==> src/rtl/regfile_scoreboard.sv <==
// 32 x XLEN integer register file with a same-cycle write-back bypass, a
// per-register busy scoreboard that interlocks issue against in-flight
// producers, a debug read port, and a count of accepted write-backs.
module regfile_scoreboard #(
  parameter int XLEN = 64,
  parameter int NREG = 32,
  parameter int AW   = 5
) (
  input  logic            clk,
  input  logic            rst_n,
  input  logic [AW-1:0]   raddr1,
  input  logic [AW-1:0]   raddr2,
  output logic [XLEN-1:0] rdata1,
  output logic [XLEN-1:0] rdata2,
  input  logic            we,
  input  logic [AW-1:0]   waddr,
  input  logic [XLEN-1:0] wdata,
  input  logic            issue_valid,
  input  logic            issue_use_rs1,
  input  logic            issue_use_rs2,
  input  logic            issue_we,
  input  logic [AW-1:0]   issue_rd,
  output logic            stall_o,
  input  logic [AW-1:0]   dbg_addr,
  output logic [XLEN-1:0] dbg_data,
  output logic [XLEN-1:0] a0_o,
  output logic [63:0]     wr_cnt_o
);

  logic [XLEN-1:0] r_regs [NREG];
  logic [NREG-1:0] r_busy;
  logic [63:0]     r_wr_cnt;

  logic            w_wb;
  logic [NREG-1:0] w_wb_mask;
  logic [NREG-1:0] w_set_mask;
  logic [NREG-1:0] w_eff_busy;
  logic [NREG-1:0] w_busy_nxt;
  logic            w_rd_nz;

  // A write-back to x0 is counted but never lands in storage or the scoreboard.
  assign w_wb    = we && (waddr != '0);
  assign w_rd_nz = (issue_rd != '0);

  // One-hot mask of the register being written back this cycle.
  always_comb begin
    w_wb_mask = '0;
    if (w_wb) w_wb_mask[waddr] = 1'b1;
  end

  // The current write-back releases its interlock combinationally.
  assign w_eff_busy = r_busy & ~w_wb_mask;

  // Issue is held on RAW hazards for either source or a WAW hazard on rd.
  always_comb begin
    stall_o = 1'b0;
    if (issue_valid) begin
      if (issue_use_rs1 && w_eff_busy[raddr1])            stall_o = 1'b1;
      if (issue_use_rs2 && w_eff_busy[raddr2])            stall_o = 1'b1;
      if (issue_we && w_rd_nz && w_eff_busy[issue_rd])    stall_o = 1'b1;
    end
  end

  // New producer marks its destination busy; applied after the clear so set wins.
  always_comb begin
    w_set_mask = '0;
    if (issue_valid && !stall_o && issue_we && w_rd_nz) w_set_mask[issue_rd] = 1'b1;
  end

  assign w_busy_nxt = (r_busy & ~w_wb_mask) | w_set_mask;

  // Operand reads: x0 is hard zero, otherwise bypass a matching write-back.
  assign rdata1 = (raddr1 == '0) ? '0 :
                  (w_wb && (waddr == raddr1)) ? wdata : r_regs[raddr1];
  assign rdata2 = (raddr2 == '0) ? '0 :
                  (w_wb && (waddr == raddr2)) ? wdata : r_regs[raddr2];

  // Debug and halt reporting observe stored state only.
  assign dbg_data = (dbg_addr == '0) ? '0 : r_regs[dbg_addr];
  assign a0_o     = r_regs[10];
  assign wr_cnt_o = r_wr_cnt;

  // Register storage; x0 stays zero because it is never written.
  always_ff @(posedge clk) begin
    if (!rst_n) begin
      for (int i = 0; i < NREG; i++) r_regs[i] <= '0;
    end else if (w_wb) begin
      r_regs[waddr] <= wdata;
    end
  end

  // Busy scoreboard and write-event counter.
  always_ff @(posedge clk) begin
    if (!rst_n) begin
      r_busy   <= '0;
      r_wr_cnt <= '0;
    end else begin
      r_busy <= w_busy_nxt;
      if (we) r_wr_cnt <= r_wr_cnt + 64'd1;
    end
  end

endmodule

==> config.mk <==
export PLATFORM = sky130hd
export DESIGN_NAME = regfile_scoreboard
export DESIGN_NICKNAME = d
export VERILOG_FILES = /design/src/rtl/regfile_scoreboard.sv
export SDC_FILE = /design/constraint.sdc
export NUM_CORES = 2
export LEC_CHECK = 0
export BUFFER_PORTS_ARGS = -buffer_cell sky130_fd_sc_hd__buf_2
export CORE_UTILIZATION = 37
export CTS_BUF_LIST = sky130_fd_sc_hd__clkbuf_4 sky130_fd_sc_hd__clkbuf_8
export DETAILED_ROUTE_END_ITERATION = 7
export REMOVE_ABC_BUFFERS = 1
export SYNTH_ARGS = -nofsm -noshare
export SYNTH_HDL_FRONTEND = slang
export SYNTH_SLANG_ARGS = --single-unit
==> constraint.sdc <==
create_clock -name clk -period 8.03 [get_ports clk]
set_input_delay 1.606 -clock clk [delete_from_list [all_inputs] [get_ports clk]]
set_output_delay 1.606 -clock clk [all_outputs]
set_load 0.01 [all_outputs]
# Yosys cells after proc, flatten, opt, wreduce, memory -nomap -nowiden
# Memories as Yosys holds them, arrays and structs flattened.
# Cells that the tools add are included.
dict set report word_totals {
  wordCells 62
  out_inout_bits 321
  ff_bits 96
  n_memories 1
  ramBits 2048
  inputBits 96
}
dict set report classes {
  order_cmp 6
  n_mux 28
  n_eq_ne 2
  bitwise_logic 3
  reduce_logical 19
  n_addsub 1
}
# name depth width rd rd_clocked_by_memory_dff write_ports line_no
set mem_list {}
lappend mem_list {r_regs 32 64 4 0 32 30} ;# logic [XLEN-1:0] r_regs [NREG];
# op count
set ops {}
lappend ops {{$mux 64} 6}
lappend ops {{$add 64x1->64 const B} 1}
lappend ops {{$mux 32} 2}
lappend ops {{$reduce_or 64->1} 1}
lappend ops {{$and 32x32->32} 1}
lappend ops {{$not 32->32} 1}
lappend ops {{$or 32x32->32} 1}
lappend ops {{$lt 5x6->1 const B} 4}
lappend ops {{$bmux 1 s5} 3}
lappend ops {{$logic_not 5->1} 3}
lappend ops {{$mux 1} 14}
lappend ops {{$logic_and 1x1->1} 12}
lappend ops {{$demux 1 s5} 2}
lappend ops {{$eq 5x5->1} 2}
lappend ops {{$ge 5x1->1 const B} 2}
lappend ops {{$reduce_bool 5->1} 2}
lappend ops {{$mux 5} 1}
lappend ops {{$logic_not 1->1} 1}

# Depth between registers and ports, before layout
dict set report logic_depth {
  word_depth 20
  depth_mapped 11
  depth_no_buf 9
}

# Least setup slack after synthesis
# No wires, ideal clock.
dict set report synth_path {
  path_kind {input -> register}
  startpoint {in we}
  endpoint {mem r_regs[24][0], enable pin}
  path_stages 4
  arrival_time_ps 6841
  required_ps 7456
  setup_ps 574
  path_slack_ps 614
  path_buffers 2
  path_cell_list {buf_4 > or4b_1 > buf_2 > o21ai_0}
}
# element line_no
set synth_rtl {}
lappend synth_rtl {{from (decl)} 15} ;# input logic we,
lappend synth_rtl {{to (decl)} 30}

# Worst setup path after layout
dict set report layout_path {
  startpoint {in waddr[3]}
  endpoint {out rdata2[11]}
}
dict set report layout_via {
  elab_chain_cells 5
  word_cells_on_any_way 6
  classes_between {1 x eq/ne; 2 x mux; 3 x reduce/logical}
}
# element line_no
set layout_rtl {}
lappend layout_rtl {{from (decl)} 16} ;# input logic [AW-1:0] waddr,
lappend layout_rtl {{$reduce_bool 5->1} 42} ;# assign w_wb = we && (waddr != '0);
lappend layout_rtl {{$logic_and 1x1->1} 42}
lappend layout_rtl {{$logic_and 1x1->1 (*)} 76} ;# (w_wb && (waddr == raddr2)) ? wdata : r_regs[raddr2];
lappend layout_rtl {{$mux 64 (*)} 76}
lappend layout_rtl {{$mux 64 (*)} 75} ;# assign rdata2 = (raddr2 == '0) ? '0 :
lappend layout_rtl {{to (decl)} 14} ;# output logic [XLEN-1:0] rdata2,
# Mark *: on every way between the ends. The rest lies on a longest branch, timed or not.

==> out/qor_table.md <==
| Parameter | Value | Unit |
|:---|:---|:---|
| Share of flip-flops with an asynchronous set or reset | 0 | % |
| Utilization of the core after routing | 41.82 | % |
| Max H-tree Level | 5 | - |
| Standby leakage power | 49.66 | nW |
| Post-CTS Hold Fix Bufs | 0 | - |
| Total of flip-flops plus latches after synthesis | 2144 | - |
| Routed via count | 89920 | - |
| Die outline width | 595.6 | um |
| HPWL after detailed placement | 290100 | um |
| Area of the mapped netlist | 130400 | um2 |
| Clock root buffer | clkbuf_8 | - |
| Relative contribution of combinational cells to total power | 17.1 | % |
| P per Cell Area | 197.1 | nW/um2 |
| Last weighted congestion value of the routability-driven placer | 0.8526 | - |
| Average wire length per cell after detail routing | 39.93 | um |
| Startpoint class of the critical path | input port | - |
| RSZ-0062 raised after global routing | false | - |
| Switch Pwr | 8.182 | mW |
| Total internal power | 20.67 | mW |
| Start point of the critical path | waddr[3] | - |
| Remaining antenna violation count | 0 | - |
| Count of input and output buffers | 416 | - |
| Final hold slack | 0.5158 | ns |
| Count of endpoints failing setup in the final report | 0 | - |
| Library cells used by synthesis | 69 | - |
| Cell area after placement | 138600 | um2 |
| Post-route clock period utilization | 84.13 | % |
| Average vias per placed instance | 6.693 | - |
| Tightest Pin Transition | 1.447 | ns |
| Vias in the first global route | 88110 | - |
| Post-layout net count | 8550 | - |
| Cell count after synthesis | 8257 | - |
| Most common cell after layout, fill and taps aside | edfxtp_1 | - |
| Pin count of the biggest net entering global routing | 102 | - |
| Switching fraction of total power | 28.35 | % |
| Commonest cells after routing, fill and taps aside | edfxtp_1 (2048), and2_1 (1967), mux4_2 (1875), buf_2 (400), clkbuf_8 (383) | - |
| Fill cell count | 31080 | - |
| Inserted Clock Buffers | 376 | - |
| Peak supply drop | 0.1318 | mV |
| Relative area change from synthesis to final layout | 12.28 | % |
| Critical path class | input port to primary output | - |
| Summed area of non-filler cells in the final layout | 146400 | um2 |
| Slew Limit Fails | 0 | - |
| Clock network fraction of design power | 36.6 | % |
| Worst skew pair latency | 1.12 | ns |
| Reg-to-reg startpoint | wr_cnt_o[0] | - |
| Clock tree skew after final layout | 0.06187 | ns |
| DRC violations left | 0 | - |
| Fraction of layout cells with a size suffix above 1 | 37.06 | % |
| Highest fanout seen on the critical path | 23 | - |
| Run status | completed | - |
| Clock tree from TritonCTS | done | - |
| Placeable core area | 350000 | um2 |
| Count of maximum capacitance violations | 0 | - |
| Sinks on Clock Net | 2144 | - |
| Total of warnings raised by yosys | 0 | - |
| Register share of total power | 46.2 | % |
| Max Root-Sink Buffers | 4 | - |
| Worst hold-check path type | register to register | - |
| Number of enable flip-flop cells after synthesis | 2048 | - |
| Kind of end point of the critical path | primary output | - |
| Headroom to the max-slew limit | 3.313 | % |
| Setup Fix Bufs, Post-CTS | 0 | - |
| Worst hold path startpoint | wr_cnt_o[45] | - |
| Initial DRC Count | 15720 | - |
| Arrival @ worst endpoint | 5.15 | ns |
| Die outline area | 354700 | um2 |
| Share of synthesized area occupied by flip-flops and latches | 48.65 | % |
| Max Freq | 148.0 | MHz |
| Post-cts sizing count | 0 | - |
| Overall global routing resource usage | 29.71 | % |
| Number of placement rows | 217 | - |
| Initial core utilization | 37.25 | % |
| Register clock-pin slew on the reported worst setup and hold paths | 0.05 | ns |
| Total congestion overflow | 0 | - |
| Ports placed on the boundary | 417 | - |
| Most used DFF post-synth | edfxtp_1 | - |
| Pre-Repair DR Iteration Count | 5 | - |
| Final worst path period need | 6.755 | ns |
| Initial antenna violation count | 84 | - |
| Die Span Y | 595.6 | um |
| Mean area per synthesized cell | 15.79 | um2 |
| Total detailed-routing wirelength | 536500 | um |
| Final Hold Fails | 0 | - |
| Data required time of the critical path | 6.42 | ns |
| First-pass GRT wire length | 729800 | um |
cell type report:
| cell class | instances | area (um2) | share of cell area, % |
|---|---|---|---|
| multi-input cells | 5206 | 64000 | 43.73 |
| flip-flops and latches | 2144 | 63420 | 43.33 |
| clock buffers | 476 | 5957 | 4.070 |
| well taps | 4599 | 5754 | 3.931 |
| repair buffers | 710 | 5400 | 3.689 |
| clock inverters | 204 | 1554 | 1.062 |
| diodes | 81 | 202.7 | 0.1385 |
| inverters | 15 | 78.83 | 0.05385 |
registers in the layout, summed over array words and instances (netlist names):
register / flops
r_regs: 2048
wr_cnt_o: 64
r_busy: 32
power by group through the flow:
stage	Clock, mW	Combinational, mW	Sequential [mW]
final	10.6	4.94	13.3
after global routing	11.1	5.08	13.4
after CTS	10.6	4.88	13.3
after detailed placement	0	4.87	13.5
after global placement	0	4.86	13.5
after floorplan	0	2.56	13.4
cells in the mapped netlist (all sizes together), types with 4 or more instances:
| cell type | count | area [um2] |
|---|---|---|
| nand2 | 54 | 202.7 |
| inv | 13 | 48.79 |
| nand4b | 8 | 70.07 |
| nand4 | 17 | 106.4 |
| a21oi | 56 | 280.3 |
| nor2b | 10 | 62.56 |
| o22ai | 11 | 68.82 |
| nor4 | 7 | 43.79 |
| dfxtp | 96 | 1922 |
| xor2 | 42 | 367.9 |
| and3 | 75 | 469.2 |
| nand2b | 8 | 50.05 |
| or3 | 15 | 93.84 |
| a31o | 14 | 122.6 |
| mux2i | 250 | 2502 |
| nand3b | 4 | 30.03 |
| a32o | 17 | 170.2 |
| a211oi | 189 | 1419 |
| clkbuf | 741 | 2781 |
| edfxtp | 2048 | 61500 |
| nor2 | 298 | 1119 |
| and2 | 1967 | 12310 |
| nand3 | 28 | 140.1 |
| o211ai | 11 | 82.58 |
| xnor2 | 18 | 157.7 |
| o21ai | 70 | 350.3 |
| and4 | 10 | 87.58 |
| or4 | 4 | 33.78 |
| mux4 | 1875 | 42230 |
| or2 | 5 | 31.28 |
| nor3 | 27 | 151.4 |
| o21a | 13 | 97.59 |
| buf | 214 | 907.1 |
per-layer routing:
metal,routed length [um],global-route usage [%],up-vias
li1,-,-,33620
met1,194400,39.50,47100
met2,239100,44.52,7885
met3,76750,9.490,1293
met4,26000,13.31,24
met5,155,0,-
through the flow:
stage | total power, mW | setup slack, ns | instances | setup TNS (ns)
after floorplan | 16.00 | -1.251 | 7365 | -77.31
after global placement | 18.33 | 1.445 | 12670 | 0
after detailed placement | 18.41 | 1.413 | 12670 | 0
after CTS | 28.84 | 1.405 | 13350 | 0
after global routing | 29.56 | 1.215 | 13360 | 0
final | 28.86 | 1.275 | 13440 | 0
critical path, cell delays in order:
cell,delay (ns)
buf_2,0.22
or2_1,0.59
o41ai_1,0.21
or4_4,0.92
buf_4,0.38
a211oi_1,0.82
buf_4,0.23
buf_2,0.12
cells by family (layout without fill, tap and decap cells):
family / after synthesis / after routing / synth area share, %
flip-flops: 2144 / 2144 / 48.65
multiplexers: 2127 / 2127 / 34.33
other: 1 / 145 / 0.002877
AND/OR/NAND/NOR: 2547 / 2547 / 11.58
buffers and inverters: 970 / 1405 / 2.873
XOR/XNOR: 60 / 60 / 0.4031
adder cells (fa/ha/maj): 1 / 1 / 0.009596
AO/OA/AOI/OAI: 407 / 407 / 2.155
final timing paths:
path	to	slack [ns]	cells after the start
worst min-delay path	wr_cnt_o[45]	0.52	2
worst min register to register	wr_cnt_o[45]	0.52	2
worst max register to register	wr_cnt_o[56]	4.66	8
worst max-delay path	rdata2[11]	1.27	8
Power figures use the tool's default switching activity.
